$ cat src/rtl/stopwatch_bcd.sv
// stopwatch_bcd: MM:SS stopwatch that outputs four BCD digits.
//   - Three asynchronous push buttons (start/stop, clear, lap). Each one goes
//     through a 2-FF synchroniser and a registered rising-edge detector.
//   - An IDLE/RUN/PAUSE FSM gates a prescaler. The prescaler makes a 1-cycle
//     tick every TICK_DIV clocks while the FSM is in RUN.
//   - The tick advances a cascaded BCD counter that wraps 59:59 -> 00:00.
//   - Lap freezes the displayed digits while the live count keeps running.
// Ports:
//   clk, rst           : clock, asynchronous active-high reset
//   btn_start/clear/lap: pre-debounced button levels, asynchronous to clk
//   digit_mt/mo/st/so  : registered BCD digits (minutes tens/ones, seconds tens/ones)
//   running            : high while in RUN
//   lap_active         : high while the displayed digits are frozen
//   rollover           : 1-cycle pulse coinciding with the 59:59 -> 00:00 wrap
module stopwatch_bcd #(
  parameter int TICK_DIV = 50000000,
  parameter int CNT_W    = 26
) (
  input  logic       clk,
  input  logic       rst,
  input  logic       btn_start,
  input  logic       btn_clear,
  input  logic       btn_lap,
  output logic [3:0] digit_mt,
  output logic [3:0] digit_mo,
  output logic [3:0] digit_st,
  output logic [3:0] digit_so,
  output logic       running,
  output logic       lap_active,
  output logic       rollover
);

  typedef enum logic [1:0] {
    S_IDLE  = 2'd0,
    S_RUN   = 2'd1,
    S_PAUSE = 2'd2
  } state_t;

  // Button vector bits: [0] start, [1] clear, [2] lap
  logic [2:0]       sync1_q, sync1_d, sync2_q, sync2_d, prev_q, prev_d, edge_q, edge_d;
  state_t           state_q, state_d;
  logic             lap_q, lap_d, run_q, run_d, roll_q, roll_d;
  logic [CNT_W-1:0] presc_q, presc_d;
  logic [15:0]      live_q, live_d, disp_q, disp_d, dig_q, dig_d;  // {mt, mo, st, so}
  logic             start_e, clear_e, lap_e, tick, clr_cnt;
  logic [3:0]       mt_n, mo_n, st_n, so_n;

  assign start_e = edge_q[0];
  assign clear_e = edge_q[1];
  assign lap_e   = edge_q[2];

  // Synchroniser and edge-detector next state. The edge pulse is registered,
  // so it appears on the third clock edge after the button rises.
  always_comb begin
    sync1_d = {btn_lap, btn_clear, btn_start};
    sync2_d = sync1_q;
    prev_d  = sync2_q;
    edge_d  = sync2_q & ~prev_q;
  end

  // FSM next state. Priority within one cycle is clear > start > lap.
  always_comb begin
    state_d = state_q;
    lap_d   = lap_q;
    clr_cnt = 1'b0;
    case (state_q)
      S_IDLE: begin
        if (clear_e) begin
          clr_cnt = 1'b1;
        end else if (start_e) begin
          state_d = S_RUN;
        end else begin
          state_d = S_IDLE;
        end
      end
      S_RUN: begin
        // Clear is deliberately ignored while running.
        if (start_e) begin
          state_d = S_PAUSE;
        end else if (lap_e) begin
          lap_d = ~lap_q;
        end else begin
          lap_d = lap_q;
        end
      end
      S_PAUSE: begin
        if (clear_e) begin
          state_d = S_IDLE;
          lap_d   = 1'b0;
          clr_cnt = 1'b1;
        end else if (start_e) begin
          state_d = S_RUN;
        end else if (lap_e && lap_q) begin
          lap_d = 1'b0;
        end else begin
          lap_d = lap_q;
        end
      end
      default: begin
        state_d = S_IDLE;
        lap_d   = 1'b0;
      end
    endcase
    run_d = (state_d == S_RUN);
  end

  // Prescaler. It holds in PAUSE so a resumed second keeps its elapsed fraction.
  always_comb begin
    tick    = (state_q == S_RUN) && (presc_q == CNT_W'(TICK_DIV - 1));
    presc_d = presc_q;
    if (clr_cnt) begin
      presc_d = '0;
    end else if (tick) begin
      presc_d = '0;
    end else if (state_q == S_RUN) begin
      presc_d = presc_q + CNT_W'(1);
    end else begin
      presc_d = presc_q;
    end
  end

  // Cascaded BCD increment of the live count.
  always_comb begin
    {mt_n, mo_n, st_n, so_n} = live_q;
    roll_d = 1'b0;
    if (live_q[3:0] == 4'd9) begin
      so_n = 4'd0;
      if (live_q[7:4] == 4'd5) begin
        st_n = 4'd0;
        if (live_q[11:8] == 4'd9) begin
          mo_n = 4'd0;
          if (live_q[15:12] == 4'd5) begin
            mt_n   = 4'd0;
            roll_d = tick;
          end else begin
            mt_n = live_q[15:12] + 4'd1;
          end
        end else begin
          mo_n = live_q[11:8] + 4'd1;
        end
      end else begin
        st_n = live_q[7:4] + 4'd1;
      end
    end else begin
      so_n = live_q[3:0] + 4'd1;
    end

    if (clr_cnt) begin
      live_d = 16'h0000;
    end else if (tick) begin
      live_d = {mt_n, mo_n, st_n, so_n};
    end else begin
      live_d = live_q;
    end
  end

  // Lap display register and output mux. The display register captures the
  // pre-tick live count on the cycle lap_active rises.
  always_comb begin
    if (clr_cnt) begin
      disp_d = 16'h0000;
    end else if (lap_d && !lap_q) begin
      disp_d = live_q;
    end else begin
      disp_d = disp_q;
    end
    dig_d = lap_d ? disp_d : live_d;
  end

  // State registers.
  always_ff @(posedge clk or posedge rst) begin
    if (rst) begin
      sync1_q <= 3'b000;
      sync2_q <= 3'b000;
      prev_q  <= 3'b000;
      edge_q  <= 3'b000;
      state_q <= S_IDLE;
      lap_q   <= 1'b0;
      run_q   <= 1'b0;
      roll_q  <= 1'b0;
      presc_q <= '0;
      live_q  <= 16'h0000;
      disp_q  <= 16'h0000;
      dig_q   <= 16'h0000;
    end else begin
      sync1_q <= sync1_d;
      sync2_q <= sync2_d;
      prev_q  <= prev_d;
      edge_q  <= edge_d;
      state_q <= state_d;
      lap_q   <= lap_d;
      run_q   <= run_d;
      roll_q  <= roll_d;
      presc_q <= presc_d;
      live_q  <= live_d;
      disp_q  <= disp_d;
      dig_q   <= dig_d;
    end
  end

  assign {digit_mt, digit_mo, digit_st, digit_so} = dig_q;
  assign running    = run_q;
  assign lap_active = lap_q;
  assign rollover   = roll_q;

endmodule

$ cat config.mk
export PLATFORM = sky130hd
export DESIGN_NAME = stopwatch_bcd
export DESIGN_NICKNAME = d
export VERILOG_FILES = /design/src/rtl/stopwatch_bcd.sv
export SDC_FILE = /design/constraint.sdc
export NUM_CORES = 1
export LEC_CHECK = 0
export ABC_AREA = 1
export CAP_MARGIN = 20
export CORE_AREA = 2 2 73 144
export CTS_CLUSTER_DIAMETER = 50
export DETAILED_ROUTE_END_ITERATION = 16
export DIE_AREA = 0 0 75 146
export PLACE_DENSITY_LB_ADDON = 0.15
export REMOVE_ABC_BUFFERS = 1
export SLEW_MARGIN = 20
export SYNTH_ARGS = -nofsm -noshare
export SYNTH_HDL_FRONTEND = slang
export SYNTH_SLANG_ARGS = --single-unit
$ cat constraint.sdc
create_clock -name clk -period 6.3 [get_ports clk]
set_input_delay 0.945 -clock clk [delete_from_list [all_inputs] [get_ports clk]]
set_output_delay 0.945 -clock clk [all_outputs]
set_load 0.1 [all_outputs]
==> summary by stage <==
Final layout
0 antenna diodes ended up in the layout. The layout overhead on the synthesized area is 14.0%. The number of fill cells in the layout is 926.

Summing all flip-flop and latch instances after layout gives between 2000 and 2500 µm². Cells with a size suffix above 1 make up 7.25% of the layout. The most common cell after layout, fill and taps aside is sky130_fd_sc_hd__nand2_1. For this run, the post-layout net count is 658. In the layout the commonest cells are sky130_fd_sc_hd__nand2_1, sky130_fd_sc_hd__dfrtp_1, sky130_fd_sc_hd__inv_1. The area of the multi-input gates is around 2200 µm².

Synth
The sequential element share of the synthesized area is between 40% and 50%. Summing every instance area after synthesis gives 4860 µm². The dominant register cell in the synthesized netlist is sky130_fd_sc_hd__dfrtp_1. The number of enable flip-flop cells after synthesis is 0. The fraction of registers with async set/reset is 100%. Dividing the synthesized area by the synthesized cell count gives 7.80 µm². Yosys mapped the design onto 38 distinct sky130hd cell types. Synthesis inferred 91 register bits.

The number of warnings issued by yosys is 0. Counting every instance in the synthesized netlist gives 623.

STA
Headroom to the max-slew limit came out at between 30% and 40%. Setup repair after global routing left no endpoint under its margin. The final-report hold violation count is 0. The number of max-slew violations in the final report is 0. The final critical-path required period is 2.95 ns. At the pin with the least slew margin, the transition time is between 0.9 and 1 ns.

The final sum of negative setup slack is 0 ns. The final-report setup violation count is 0. On the final layout, the worst clock skew is 0.00776 ns.

Of the available clock period, the critical path in the final layout requires a little under half. Timing would allow up to 0.339 GHz.

Critical path
The cell count of the worst reg-to-reg path is 8. The endpoint class of the critical path is an output pin. The peak fanout along the critical path is 6. The critical path in this run is classified as flip-flop to output pin. For this run, the slowest stage of the critical path takes 1.18 ns. The slowest stage cell on the critical path is sky130_fd_sc_hd__clkdlybuf4s50_1. The cell family contributing the most delay on the critical path is buffers and inverters. Walking the worst path, the cells encountered are clkdlybuf4s50_1. At the worst endpoint, the arrival time is 2.01 ns. The worst register-to-register path ends at presc_q[14]. Across all register-to-register paths, the minimum setup slack is ~3.9 ns.

The required time at the worst-slack endpoint is 5.35 ns. The total buffers and inverters traversed by the critical path is 1. STA classifies the critical path startpoint as a flip-flop.

The worst reg2reg path startpoint is presc_q[0].

Floorplanning
24 I/O pins were placed. The floorplan step defined a core boundary enclosing 9760 µm². The die outline height is around 150 µm. The row count is 51.

The die covers 11000 µm². The initial utilization of the core area, before any placement, comes to 49.8%. The die span in x is 75 µm.

Outcome
The flow ran to the end, and the final reports show no timing, DRC or antenna violations.

Min path
In this run the most critical hold path is launched from sync1_q[0]. Along the worst hold path, the cell count comes to 0. The kind of path behind the tightest hold check is flip-flop to flip-flop. The worst min-delay path endpoint is prev_d[0].

Placed design
Input and output buffers added on the ports amount to 23. The HPWL after detailed placement is roughly 8100 µm. The routability congestion estimate is 0.877.

CTS
The clock-pin transition on the worst setup and hold timing paths is 0.06 ns. The TritonCTS clock tree is yes. The number of buffers inserted to repair setup after CTS is 0. The number of hold buffers added after CTS was 0. The cell at the root of the clock tree is sky130_fd_sc_hd__clkbuf_16. The number of clock sinks is 91. The maximum number of buffers from clock root to sink is 2. The H-tree level count is 3. The number of clock buffers added by TritonCTS is 9. The post-cts gate resize count is 0. The clock latency on the worst-skew pair is roughly 0.34 ns.

Power
For this design the ratio of total power to cell area is roughly 360 nW/µm². The leakage component of the power is 2.76 nW. The overall power is a little under 2 mW. The worst ir drop on vdd is 0.000264 V.

Routing
The top routing layer in use is met4. The amount of wire on met2 after detailed routing is roughly 6300 µm. For this run, design rule violations remaining after detail routing come to 0.

The routed layout has ~4200 vias. The average vias per placed instance is 5.35. The initial detailed-routing violation count is 331. Dividing the detail-routed wire length by the instance count gives 14.4 µm. The number of iterations in the first detailed-routing pass is 5. The sum of met3 wire segment lengths after detailed routing is 277 µm. The number of nets with antenna violations after detailed routing is 0. The detailed router put a total of between 4000 and 5000 µm of wire on met1. For this block, the routed nets add up to 11200 µm of wire.

Global routing
For this run, the total global-route usage over all layers was measured as 22.4%. The wire length of the first global-routing pass is 19200 µm. After global routing the overflow that remains totals 0. The largest net degree at the start of global routing is 56.

The initial antenna violation count was 0. The number of global-route vias before repair is 4142.

Flow run
The number of maximum-capacitance violations is 0.
layout make-up:
type | count | share of cell area, %
Clock buffer | 10 | 4.31
Clock inverter | 6 | 2.03
Inverter | 87 | 5.96
Multi-Input combinational cell | 428 | 39.0
Sequential cell | 91 | 41.1
Tap cell | 132 | 2.98
Timing Repair Buffer | 26 | 4.56
worst reg2reg max path, cell delays in order (launching register included):
cell and delay, ns:
sky130_fd_sc_hd__dfrtp_1 0.40, sky130_fd_sc_hd__ha_1 0.23, sky130_fd_sc_hd__nand3_1 0.13, sky130_fd_sc_hd__nor3_1 0.34, sky130_fd_sc_hd__nand4_2 0.25, sky130_fd_sc_hd__nand2_1 0.49, sky130_fd_sc_hd__inv_2 0.23, sky130_fd_sc_hd__o21ai_0 0.14
sky130_fd_sc_hd__o21ai_0 0.11
worst max path at each step:
stage / from / endpoint / slack [ns] / cells past startpoint
2_1_floorplan: rst / dig_q[0] / 2.99 / 1
3_3_place_gp: lap_active / lap_active / 3.72 / 1
3_5_place_dp: lap_active / lap_active / 3.70 / 1
4_1_cts: lap_active / lap_active / 3.34 / 1
5_1_grt: lap_active / lap_active / 3.28 / 1
6_report: lap_active / lap_active / 3.35 / 1
logic make-up (layout without fill, tap and decap cells):
| kind of cell | count (synthesis) | in the layout | share of synthesized area [%] |
|---|---|---|---|
| DFF | 91 | 91 | 46.8 |
| buffers and inverters | 104 | 129 | 8.65 |
| xor gates and xnor gates | 12 | 12 | 2.16 |
| and+or+nand+nor | 346 | 346 | 32.6 |
| adders and majority gates | 10 | 10 | 2.57 |
| AOI/OAI and AO/OA | 60 | 60 | 7.16 |
power by group:
group	total [mW]	switching [mW]	internal, mW
registers	0.712	0.0400	0.673
logic	0.649	0.494	0.156
clock network	0.623	0.224	0.399
sequential cells by signal, indices dropped and copies added (netlist names), 3 cells and up:
name / cells
prev_d: 3
prev_q: 3
sync1_q: 3
live_q: 16
dig_q: 16
edge_q: 3
presc_q: 26
disp_q: 16
metrics by stage:
step	area (µm²)	cells	utilization [%]	worst slack, ns	hold WS, ns
after floorplan	4770	606	-	2.99	0.331
after global placement	5190	764	53.1	3.72	0.332
after detailed placement	5190	764	53.1	3.70	0.335
after CTS	5540	780	56.7	3.34	0.350
after global routing	5540	780	56.7	3.28	0.368
final	5540	780	56.7	3.35	0.348
synthesized netlist by cell type (2+ instances only):
master / instances / area, µm²
sky130_fd_sc_hd__nand2_1: 184 / 691
sky130_fd_sc_hd__dfrtp_1: 91 / 2280
sky130_fd_sc_hd__inv_1: 82 / 308
sky130_fd_sc_hd__nor2_1: 41 / 154
sky130_fd_sc_hd__nand4_1: 36 / 225
sky130_fd_sc_hd__nand3_1: 34 / 170
sky130_fd_sc_hd__o21ai_0: 29 / 145
sky130_fd_sc_hd__and3_1: 19 / 119
sky130_fd_sc_hd__nor3_1: 14 / 70.1
sky130_fd_sc_hd__o22ai_1: 12 / 75.1
sky130_fd_sc_hd__xor2_1: 11 / 96.3
sky130_fd_sc_hd__ha_1: 10 / 125
sky130_fd_sc_hd__clkbuf_1: 8 / 30.0
sky130_fd_sc_hd__a21oi_1: 7 / 35.0
sky130_fd_sc_hd__buf_2: 4 / 20.0
sky130_fd_sc_hd__inv_2: 4 / 15.0
sky130_fd_sc_hd__nor2_2: 4 / 25.0
sky130_fd_sc_hd__or2_2: 4 / 25.0
sky130_fd_sc_hd__nor2_4: 3 / 33.8
sky130_fd_sc_hd__o21ai_1: 3 / 15.0
sky130_fd_sc_hd__a22oi_1: 2 / 15.0
sky130_fd_sc_hd__a31oi_1: 2 / 12.5
sky130_fd_sc_hd__buf_4: 2 / 15.0
sky130_fd_sc_hd__buf_6: 2 / 22.5
sky130_fd_sc_hd__nand2_4: 2 / 22.5
metal layers:
layer | GRT usage (%) | up-vias
met5 | 0 | -
met4 | 10.4 | 0
met3 | 3.74 | 30
met2 | 39.4 | 67
met1 | 25.2 | 2016
li1 | - | 2063
(Power assumes the default switching activity.)
